## src/rtl/irq_ctrl_pkg.sv

```systemverilog
`default_nettype none
// ============================================================================
// Module      : irq_ctrl_pkg
// Description : Shared types, default sizes and helper functions for the
//               eight-source strict-priority interrupt controller.
// Revision    : 1.0 - initial release
// ============================================================================
package irq_ctrl_pkg;

  localparam int N_DEFAULT    = 8;
  localparam int ID_W_DEFAULT = $clog2(N_DEFAULT);

  // Handshake states: waiting for a request, presenting irq, source in service
  typedef enum logic [1:0] {
    IDLE = 2'd0,
    REQ  = 2'd1,
    SERV = 2'd2
  } state_e;

  // Width of the ack-wait timer; kept at least one bit so a disabled
  // timeout (ACK_TIMEOUT == 0) still yields a legal vector
  function automatic int timer_w(input int ack_timeout);
    int w;
    w = $clog2(ack_timeout + 1);
    return (w < 1) ? 1 : w;
  endfunction

endpackage : irq_ctrl_pkg
`default_nettype wire

```

## src/rtl/prio_enc_hi.sv

```systemverilog
`default_nettype none
// ============================================================================
// Module      : prio_enc_hi
// Description : Combinational priority encoder. Reports the binary index of
//               the highest set bit of the input vector plus a valid flag.
// Revision    : 1.0 - initial release
// ============================================================================
module prio_enc_hi
  import irq_ctrl_pkg::*;
#(
  parameter int N    = N_DEFAULT,
  parameter int ID_W = $clog2(N)
) (
  input  logic [N-1:0]    vec_i,
  output logic [ID_W-1:0] id_o,
  output logic            valid_o
);

  // Ascending scan so the last (highest) set bit overrides lower ones
  always_comb begin
    id_o = '0;
    for (int i = 0; i < N; i++) begin
      if (vec_i[i]) begin
        id_o = ID_W'(i);
      end
    end
  end

  assign valid_o = |vec_i;

endmodule : prio_enc_hi
`default_nettype wire

```

## src/rtl/irq_priority_controller.sv

```systemverilog
`default_nettype none
// ============================================================================
// Module      : irq_priority_controller
// Description : Eight-source strict-priority interrupt controller with
//               active-low request/enable lines, ack / in-service / EOI
//               handshake and an optional ack timeout.
// Revision    : 1.0 - initial release
// ============================================================================
module irq_priority_controller
  import irq_ctrl_pkg::*;
#(
  parameter int N           = N_DEFAULT,
  parameter int ACK_TIMEOUT = 15
) (
  input  logic                 clk,
  input  logic                 reset,
  input  logic [N-1:0]         req_n,
  input  logic [N-1:0]         mask,
  input  logic                 en_n,
  input  logic                 ack,
  input  logic                 eoi,
  output logic                 irq,
  output logic [$clog2(N)-1:0] irq_id,
  output logic                 gs_n,
  output logic                 busy,
  output logic                 timeout
);

  localparam int ID_W = $clog2(N);
  localparam int TW   = timer_w(ACK_TIMEOUT);
  // Timer value on which the wait expires; only meaningful when enabled
  localparam logic [TW-1:0] TLAST = TW'((ACK_TIMEOUT == 0) ? 0 : ACK_TIMEOUT - 1);

  state_e          state_q, state_d;
  logic [N-1:0]    act_q, act_d;
  logic            irq_q, irq_d;
  logic [ID_W-1:0] id_q, id_d;
  logic            busy_q, busy_d;
  logic            timeout_q, timeout_d;
  logic [TW-1:0]   timer_q, timer_d;

  logic [ID_W-1:0] win_id;
  logic            win_valid;

  prio_enc_hi #(
    .N    (N),
    .ID_W (ID_W)
  ) u_prio (
    .vec_i   (act_q),
    .id_o    (win_id),
    .valid_o (win_valid)
  );

  // Single sampling stage: a request counts only when low and not masked
  assign act_d = ~req_n & ~mask;

  // State and output registers, cleared asynchronously
  always_ff @(posedge clk or posedge reset) begin
    if (reset) begin
      state_q   <= IDLE;
      act_q     <= '0;
      irq_q     <= 1'b0;
      id_q      <= '0;
      busy_q    <= 1'b0;
      timeout_q <= 1'b0;
      timer_q   <= '0;
    end else begin
      state_q   <= state_d;
      act_q     <= act_d;
      irq_q     <= irq_d;
      id_q      <= id_d;
      busy_q    <= busy_d;
      timeout_q <= timeout_d;
      timer_q   <= timer_d;
    end
  end

  // Handshake FSM: arbitration in IDLE, ack wait in REQ, service until EOI
  always_comb begin
    state_d   = state_q;
    irq_d     = irq_q;
    id_d      = id_q;
    busy_d    = busy_q;
    timeout_d = 1'b0;
    timer_d   = timer_q;
    case (state_q)
      IDLE: begin
        irq_d  = 1'b0;
        busy_d = 1'b0;
        if (!en_n && win_valid) begin
          id_d    = win_id;
          irq_d   = 1'b1;
          timer_d = '0;
          state_d = REQ;
        end
      end
      REQ: begin
        // ack beats an enable drop, which beats the timeout
        if (ack) begin
          irq_d   = 1'b0;
          busy_d  = 1'b1;
          state_d = SERV;
        end else if (en_n) begin
          irq_d   = 1'b0;
          state_d = IDLE;
        end else if ((ACK_TIMEOUT != 0) && (timer_q == TLAST)) begin
          irq_d     = 1'b0;
          timeout_d = 1'b1;
          state_d   = IDLE;
        end else if (timer_q != '1) begin
          timer_d = timer_q + 1'b1;
        end
      end
      SERV: begin
        irq_d = 1'b0;
        if (eoi) begin
          busy_d  = 1'b0;
          state_d = IDLE;
        end
      end
      default: begin
        irq_d   = 1'b0;
        busy_d  = 1'b0;
        state_d = IDLE;
      end
    endcase
  end

  assign irq     = irq_q;
  assign irq_id  = id_q;
  assign gs_n    = ~|act_q;
  assign busy    = busy_q;
  assign timeout = timeout_q;

endmodule : irq_priority_controller
`default_nettype wire
```

## config.mk

```make
export PLATFORM = sky130hd
export DESIGN_NAME = irq_priority_controller
export DESIGN_NICKNAME = d
export VERILOG_FILES = /design/src/rtl/irq_ctrl_pkg.sv /design/src/rtl/prio_enc_hi.sv /design/src/rtl/irq_priority_controller.sv
export SDC_FILE = /design/constraint.sdc
export NUM_CORES = 1
export LEC_CHECK = 0
export CAP_MARGIN = 0
export CORE_MARGIN = 2
export CORE_UTILIZATION = 30
export DETAILED_ROUTE_END_ITERATION = 10
export SLEW_MARGIN = 20
export SYNTH_ARGS = -nofsm -noshare
export SYNTH_HDL_FRONTEND = slang
export SYNTH_SLANG_ARGS = --single-unit
export TNS_END_PERCENT = 5
```

## constraint.sdc

```tcl
create_clock -name clk -period 1.73 [get_ports clk]
set_input_delay 0.2595 -clock clk [delete_from_list [all_inputs] [get_ports clk]]
set_output_delay 0.2595 -clock clk [all_outputs]
set_load 0.01 [all_outputs]
```

### Word level (Yosys, flattened, before mapping)

Index checks and enable logic that the tools add are counted.

| operators by class | value |
|---|---|
| multiplexer cells | 31 |
| add/sub/neg operators | 1 |
| reduce and logical (&&, ||, !) cells | 10 |
| bitwise gates (word level) | 3 |
| eq/ne operators | 12 |

Operators with widths:

| cell | number |
|---|---|
| 4-bit 2-to-1 mux | 5 |
| 8-bit inverter | 2 |
| 2-bit 2-to-1 mux | 7 |
| 2-bit != test (second input constant) | 7 |
| 3-bit 2-to-1 mux | 4 |
| 1-bit 2-to-1 mux | 11 |
| 8-bit bitwise AND | 1 |
| 4-bit != test (second input constant) | 2 |
| 4-bit one-hot mux with 2 select lines | 1 |
| 8-bit OR reduction | 1 |
| 2-bit one-hot mux with 3 select lines | 1 |
| 6-bit AND reduction | 1 |
| 4-bit by 1-bit adder with 4-bit output (second input constant) | 1 |
| 4-bit == test (second input constant) | 1 |
| 1-bit one-hot mux with 2 select lines | 2 |
| 2-bit AND reduction | 2 |
| 3-bit AND reduction | 1 |
| 2-bit by 1-bit == test with 1-bit output (second input constant) | 1 |
| 2-bit == test (second input constant) | 1 |
| 1-bit zero test | 2 |
| 2-bit zero test | 1 |
| 2-bit nonzero test | 1 |
| 1-bit logical AND | 1 |

| storage, ports and cells | value |
|---|---|
| output and inout bits | 7 |
| input port bits | 21 |
| logic and storage cells | 64 |
| bits in registers | 20 |

### Longest topological paths before layout

| depth | value |
|---|---|
| depth after elaboration | 7 |
| depth in mapped cells | 6 |
| mapped depth without buffers | 6 |

### Modules after synthesis

A second synthesis with hierarchy kept.

| unflattened totals | value |
|---|---|
| cell total of the unflattened synthesis | 85 |
| area total of the unflattened synthesis | 904.6 sq um |

By module, submodules not included:

| module | cells an instance | sequential area each (sq um) | instances | area an instance (sq um) |
|---|---|---|---|---|
| irq_priority_controller | 73 | 500.5 | 1 | 838.3 |
| prio_enc_hi | 12 | 0.0 | 1 | 66.3 |

### Worst setup path before layout

No wires, ideal clock.

| timing | value |
|---|---|
| path kind | register -> register |
| from | register act_q[1] |
| to | register irq_q (netlist: irq) |
| data arrival time | 1.219 ns |
| required time | 1.610 ns |
| cell stages (with the launch flop) | 5 |
| period minus slack after synthesis | 1.338 ns |
| library setup time | 0.120 ns |
| buffers on the path | 1 |
| slack | 0.392 ns |
| cell sequence | dfrtp_1 nor4_2 a2111oi_4 buf_4 a31o_1 |

| between the ends | value |
|---|---|
| word-level cells in the longest chain between the ends | 4 |

Ends and longest elaborated chain:

| item | RTL line | text |
|---|---|---|
| start, declared | irq_priority_controller.sv:35 | `logic [N-1:0] act_q, act_d;` |
| start signal, assigned | irq_priority_controller.sv:69 | `act_q <= act_d;` |
| 8-bit OR reduction | prio_enc_hi.sv:29 | `assign valid_o = \|vec_i;` |
| 1-bit logical AND | irq_priority_controller.sv:90 | `if (!en_n && win_valid) begin` |
| 1-bit 2-to-1 mux | irq_priority_controller.sv:90 |  |
| 1-bit one-hot mux with 2 select lines | irq_priority_controller.sv:86 | `case (state_q)` |
| end signal, assigned | irq_priority_controller.sv:70 | `irq_q <= irq_d;` |
| end, declared | irq_priority_controller.sv:36 | `logic irq_q, irq_d;` |

Every way passes these cells.
A chain may end at the register's enable or synchronous reset.

### Worst setup path in the final report

| timing | value |
|---|---|
| from | register act_q[4] |
| to | output gs_n |

| between the ends | value |
|---|---|
| word-level cells in the longest chain between the ends | 2 |

Ends and longest elaborated chain:

| item | RTL line | text |
|---|---|---|
| 8-bit OR reduction | irq_priority_controller.sv:131 | `assign gs_n = ~\|act_q;` |
| 1-bit zero test | irq_priority_controller.sv:131 |  |
| end, declared | irq_priority_controller.sv:24 | `output logic gs_n,` |

Every way passes these cells.

==> impl_metrics.env <==
export IMPL_status="finished with violations"
export IMPL_failed_checks="design-rule violations"
export IMPL_powerDensity_nw_per_um2=944
export IMPL_dp_cells=143
export IMPL_die_w_microns=59.0
export IMPL_holdWs_ns=0.260
export IMPL_drive_above_1_share=0.186
export IMPL_syn_instance_count=80
export IMPL_pin_count=28
export IMPL_start_kind="flip-flop"
export IMPL_p_leak_nw=0.549
export IMPL_wl_microns=1660
export IMPL_fin_crit_ns=1.56
export IMPL_startpoint="act_q[4]$_DFF_PP0_"
export IMPL_r2r_end="timer_q[0]$_DFFE_PP0P_"
export IMPL_slowest_delay_ns=0.42
export IMPL_peakVddDrop_mv=0.430
export IMPL_slew_violations=0
export IMPL_hpwl_microns=1290
export IMPL_critPathMaxFanout=2
export IMPL_layout_commonest_cell="clkdlybuf4s50_1"
export IMPL_clkTransAtPathRegs_ns=0.12
export IMPL_path_cells="nor4_4 > and2_1 > clkbuf_2"
export IMPL_ant_nets=0
export IMPL_critPathKind="reg -> out"
export IMPL_max_slew_margin=0.765
export IMPL_clock_latency_ns=0.30
export IMPL_r2r_start="act_q[6]$_DFF_PP0_"
export IMPL_critical_path_slowest_cell="dfrtp_1"
export IMPL_tns_ns=0
export IMPL_wl_per_cell_microns=11.1
export IMPL_min_path_type="in -> async"
export IMPL_skew_ns=0.0102
export IMPL_drc_errors=1
export IMPL_grt_ovfl_total=0
export IMPL_timing_fmax_mhz=641
export IMPL_grt_pass1_wl_microns=2750
export IMPL_syn_area_sq_um=907
export IMPL_syn2layout_area_growth_pct=43.3
export IMPL_fin_cells=149
export IMPL_num_vias=703
export IMPL_start_util=0.323
export IMPL_seq_area_frac_synth=0.552
export IMPL_grt_max_degree=21
export IMPL_place_congestion=0.765
export IMPL_rsz0062_at_grt="false"
export IMPL_fp_dieArea_sq_um=3480
export IMPL_cts_tree="yes"
export IMPL_tightest_slew_ns=0.348
export IMPL_maxCapViolCount=0
export IMPL_synth_nets=103
export IMPL_cts_buffers=3
export IMPL_hold_viol=0
export IMPL_mostFrequentLayoutCells="26 x clkdlybuf4s50_1, 20 x dfrtp_1, 12 x nor2_1"
export IMPL_io_buffers=27
export IMPL_period_share=0.901
export IMPL_first_pass_iters=7
export IMPL_grt_pass1_vias=697
export IMPL_grt_antenna_before_repair=0
export IMPL_postSynthAreaPerCell_sq_um=11.3
export IMPL_fp_coreArea_sq_um=2810
export IMPL_cts_hold_buf=0
export IMPL_htree_levels=1
export IMPL_ys_types=30
export IMPL_layout_nets=142
export IMPL_crit_arrival_ns=1.30
export IMPL_finalSetupViolations=0
export IMPL_required_ns=1.47
export IMPL_cts_root_buf="clkbuf_4"
export IMPL_crit_path_end="gs_n"
export IMPL_seqCellArea_sq_um=500
export IMPL_clock_tree_buffer_depth=2
export IMPL_multiInputGateArea_sq_um=377
export IMPL_rows=19
export IMPL_r2r_setup_slack_ns=0.21
export IMPL_drt_iter0_drc=8
export IMPL_diodes=0
export IMPL_synth_seq_cells=20
export IMPL_track_usage=0.105
export IMPL_rr_worst_depth=6
export IMPL_die_y_microns=59.0
export IMPL_vias_per_cell=4.72
export IMPL_worstSetupEndpointType="output port"
export IMPL_fillers=279
export IMPL_yosys_warnings=0
export IMPL_clock_sinks=20
per-stage QoR:
step / cell area, sq um / utilization / setup WS [ns] / total power [mW]
global placement: 1250 / 0.447 / 0.0569 / 0.966
detailed placement: 1250 / 0.447 / 0.0438 / 0.974
finish: 1300 / 0.463 / 0.171 / 1.23
CTS: 1300 / 0.462 / 0.0273 / 1.24
floorplan: 907 / - / 0.392 / 0.780
global route: 1300 / 0.463 / 0.0659 / 1.30
power breakdown:
| group | internal [mW] | switching (mW) | leakage (nW) | total [mW] |
|---|---|---|---|---|
| registers | 0.539 | 0.0684 | 0.256 | 0.608 |
| logic | 0.211 | 0.139 | 0.272 | 0.351 |
| clock network | 0.128 | 0.141 | 0.0210 | 0.269 |
worst max-delay path, delay by kind of cell, from the launching register on:
kind	cells	cell delay [ns]
buf+inv	1	0.13
flops	1	0.42
simple gates	2	0.46
cells in the mapped netlist:
| library cell | number | share of area |
|---|---|---|
| buf_4 | 1 | 0.0083 |
| nor3_2 | 2 | 0.022 |
| dfrtp_1 | 20 | 0.55 |
| and2_1 | 1 | 0.0069 |
| nand2_1 | 5 | 0.021 |
| and2b_1 | 1 | 0.0083 |
| inv_1 | 6 | 0.025 |
| nor4_4 | 1 | 0.023 |
| o21ai_0 | 4 | 0.022 |
| o311ai_0 | 1 | 0.0097 |
| a2111oi_4 | 1 | 0.030 |
| or2b_1 | 1 | 0.0083 |
| nand3b_1 | 1 | 0.0083 |
| o21ai_2 | 1 | 0.0097 |
| a21o_1 | 1 | 0.0083 |
| a31oi_1 | 2 | 0.014 |
| a21oi_1 | 4 | 0.022 |
| nand2b_1 | 1 | 0.0069 |
| nor4b_2 | 1 | 0.017 |
| o211ai_1 | 1 | 0.0083 |
| nor2_1 | 12 | 0.050 |
| o21ai_1 | 1 | 0.0055 |
| nor3_1 | 2 | 0.011 |
| a31o_1 | 1 | 0.0097 |
| o32ai_2 | 1 | 0.018 |
| or4b_4 | 1 | 0.015 |
| ha_1 | 2 | 0.028 |
| nor4_2 | 1 | 0.014 |
| nand3_1 | 2 | 0.011 |
| o21a_1 | 1 | 0.0083 |
final cells by class:
| cell class | count | area share |
|---|---|---|
| Clock buffer | 4 | 0.0279 |
| Timing Repair Buffer | 35 | 0.250 |
| Multi-Input combinational cell | 53 | 0.290 |
| Inverter | 6 | 0.0173 |
| Tap cell | 31 | 0.0298 |
| Sequential cell | 20 | 0.385 |
worst min path at each step:
stage | from | to | slack [ns] | depth (start not counted)
after CTS | reset | irq_id[2]$_DFFE_PP0P_ | 0.27 | 3
final | reset | irq_id[2]$_DFFE_PP0P_ | 0.26 | 3
after floorplan | reset | act_q[0]$_DFF_PP0_ | 0.22 | 1
after detailed placement | irq_id[0]$_DFFE_PP0P_ | irq_id[0]$_DFFE_PP0P_ | 0.49 | 1
after global placement | irq_id[0]$_DFFE_PP0P_ | irq_id[0]$_DFFE_PP0P_ | 0.49 | 1
after global routing | reset | irq_id[2]$_DFFE_PP0P_ | 0.31 | 3
state kept, by name, indices dropped and copies added (netlist names):
name,flops
state_q,2
timer_q,4
irq,1
busy,1
timeout,1
irq_id,3
act_q,8
cell families (layout without fill, tap and decap cells):
kind of cell | count (synthesis) | in the layout | synth area share
DFF | 20 | 20 | 0.552
AOI/OAI and AO/OA | 19 | 19 | 0.166
and+or+nand+nor | 32 | 32 | 0.222
buffers and inverters | 7 | 45 | 0.0331
adders and majority gates | 2 | 2 | 0.0276
repair_timing:
| item | 4_1_cts | 5_1_grt |
|---|---|---|
| setup buffers | 1 | 1 |
| resized for setup | 1 | 2 |
| endpoints found under the setup margin | 1 | 1 |
| cloned | 0 | 0 |
| pin swaps | 1 | 2 |
per-layer routing:
layer  share of wire  up-vias  track usage
li1                -      361            -
met1            0.41      320        0.117
met2            0.53       22        0.192
met3           0.059        0       0.0459
met4               0        0      0.00974
met5               0        -            0
Power figures use the tool's default switching activity.
==> variant: new RTL, same flow settings <==
Set the package constant `N_DEFAULT` to 16 (it was 8).
--- a/src/rtl/irq_ctrl_pkg.sv
+++ b/src/rtl/irq_ctrl_pkg.sv
@@ -9,3 +9,3 @@
 
-  localparam int N_DEFAULT    = 8;
+  localparam int N_DEFAULT    = 16;
   localparam int ID_W_DEFAULT = $clog2(N_DEFAULT);
Interface: changed (resized irq_id, mask and req_n); port bits go from 28 to 45. The function was not compared with the original's and may differ.
==> variant against the original RTL <==
- first-iteration DRC count rose to 4.1 times the old value
- non-clock buffer count rose by 30
- via count rose by 42%
- power rose by 50%
- synthesized area rose by 31%
- setup slack got worse by 0.080 ns
- largest power group unchanged
- sequential cell count rose by 9
- cell area rose by 51%
- combinational power rose by 23%
- wire length rose by 49%
- synthesized cell count rose by 35%
==> variant: results <==
metrics = {
    "grt": {
        "track_usage_pct": 12.4,
        "grt_max_degree": 30,
        "grt_pass1_vias": 1022,
    },
    "cts": {
        "cts_buffers": 5,
        "htreeDepth": 2,
        "root_buffer": "clkbuf_8",
        "clkLatencyLatePin_ns": 0.28,
    },
    "drt": {
        "wl_microns": 2470,
        "firstDrtPassIters": 4,
        "avgViaCountPerCell": 4.38,
        "drt_iter0_drc": 33,
    },
    "critical_path": {
        "crit_arrival_ns": 1.85,
        "timing.critical_path.fanout_max": 5,
    },
    "synth": {
        "ys_seq_area_share_pct": 60.9,
        "synth_common_cells": "dfrtp_1 (29), nor2_1 (27), inv_1 (6)",
        "synth_area_leaders": "dfrtp_1 (61%), nor2_1 (8.5%), nor4_2 (3.1%)",
        "synthAdderAreaFrac_pct": 2.10,
        "syn_avg_cell_area_sq_um": 11.0,
        "postSynthNetCount": 147,
        "synth_compound_area_share_pct": 12.0,
        "synth_xor_area_share_pct": 0.735,
    },
    "timing": {
        "max_slew_margin_pct": 75.1,
        "fin_worst_skew_ns": 0.00668,
    },
    "run_status": {
        "status": "completed",
    },
    "cells_and_area": {
        "largest_reg_flops": 16,
        "drive_gt1_share_pct": 21.7,
    },
    "placement": {
        "dp_slack_ns": -0.0725,
        "dp_hpwl_microns": 1940,
        "portBuffers": 44,
        "place.gp.congestion": 0.800,
        "dp.cells": 219,
    },
    "power": {
        "irDropWorstVdd_v": 0.000405,
        "leakage_nw": 0.866,
    },
}
## variant: logic make-up after synthesis
group | count (synthesis)
buf+inv | 7
fa+ha+maj | 2
simple gates | 49
xor+xnor | 1
compound gates | 20
flops | 29
## variant: worst paths after layout
kind / slack [ns] / to / cells past startpoint / start
max in group asynchronous: 1.11 / state_q[1] / 3 / reset
max reg2reg: 0.09 / timer_q[3] / 6 / timer_q[0]
max: 0.09 / timer_q[3] / 6 / timer_q[0]
min reg2reg: 0.49 / irq_id[1] / 1 / irq_id[1]
min: 0.35 / timer_q[3] / 3 / reset
min in group clk: 0.49 / irq_id[1] / 1 / irq_id[1]
## variant: critical path, delay by kind of cell (launching register included)
family,cells,cell delay [ns]
and+or+nand+nor,2,0.48
buffers and inverters,1,0.06
adders and majority gates,1,0.22
DFF,1,0.42
AOI/OAI and AO/OA,2,0.39
## variant: metal layers
layer	wire (microns)	track usage, %
met1	1150	15.5
met2	1150	19.4
met3	179	4.05
met4	0	5.61
met5	0	0
## variant: power breakdown
| group | leakage (nW) | switching [mW] | internal (mW) |
|---|---|---|---|
| clock network | 0.0542 | 0.236 | 0.358 |
| logic | 0.444 | 0.165 | 0.265 |
| registers | 0.368 | 0.0624 | 0.760 |
| total | 0.866 | 0.463 | 1.38 |
## variant: timing repair
item	CTS	global route
gates resized for setup	7	2
endpoints found under the setup margin	1	2
endpoints found under the hold margin	0	0
setup buffers	0	1
pin swaps	2	3
## variant: cell type report
type / instances / area, sq um
fill: 351 / 1780
timing repair buffer: 65 / 593
inverter: 6 / 22.5
multi-input combinational: 72 / 462
tap: 48 / 60.1
clock buffer: 7 / 96.3
clock inverter: 1 / 5.00
sequential: 29 / 726
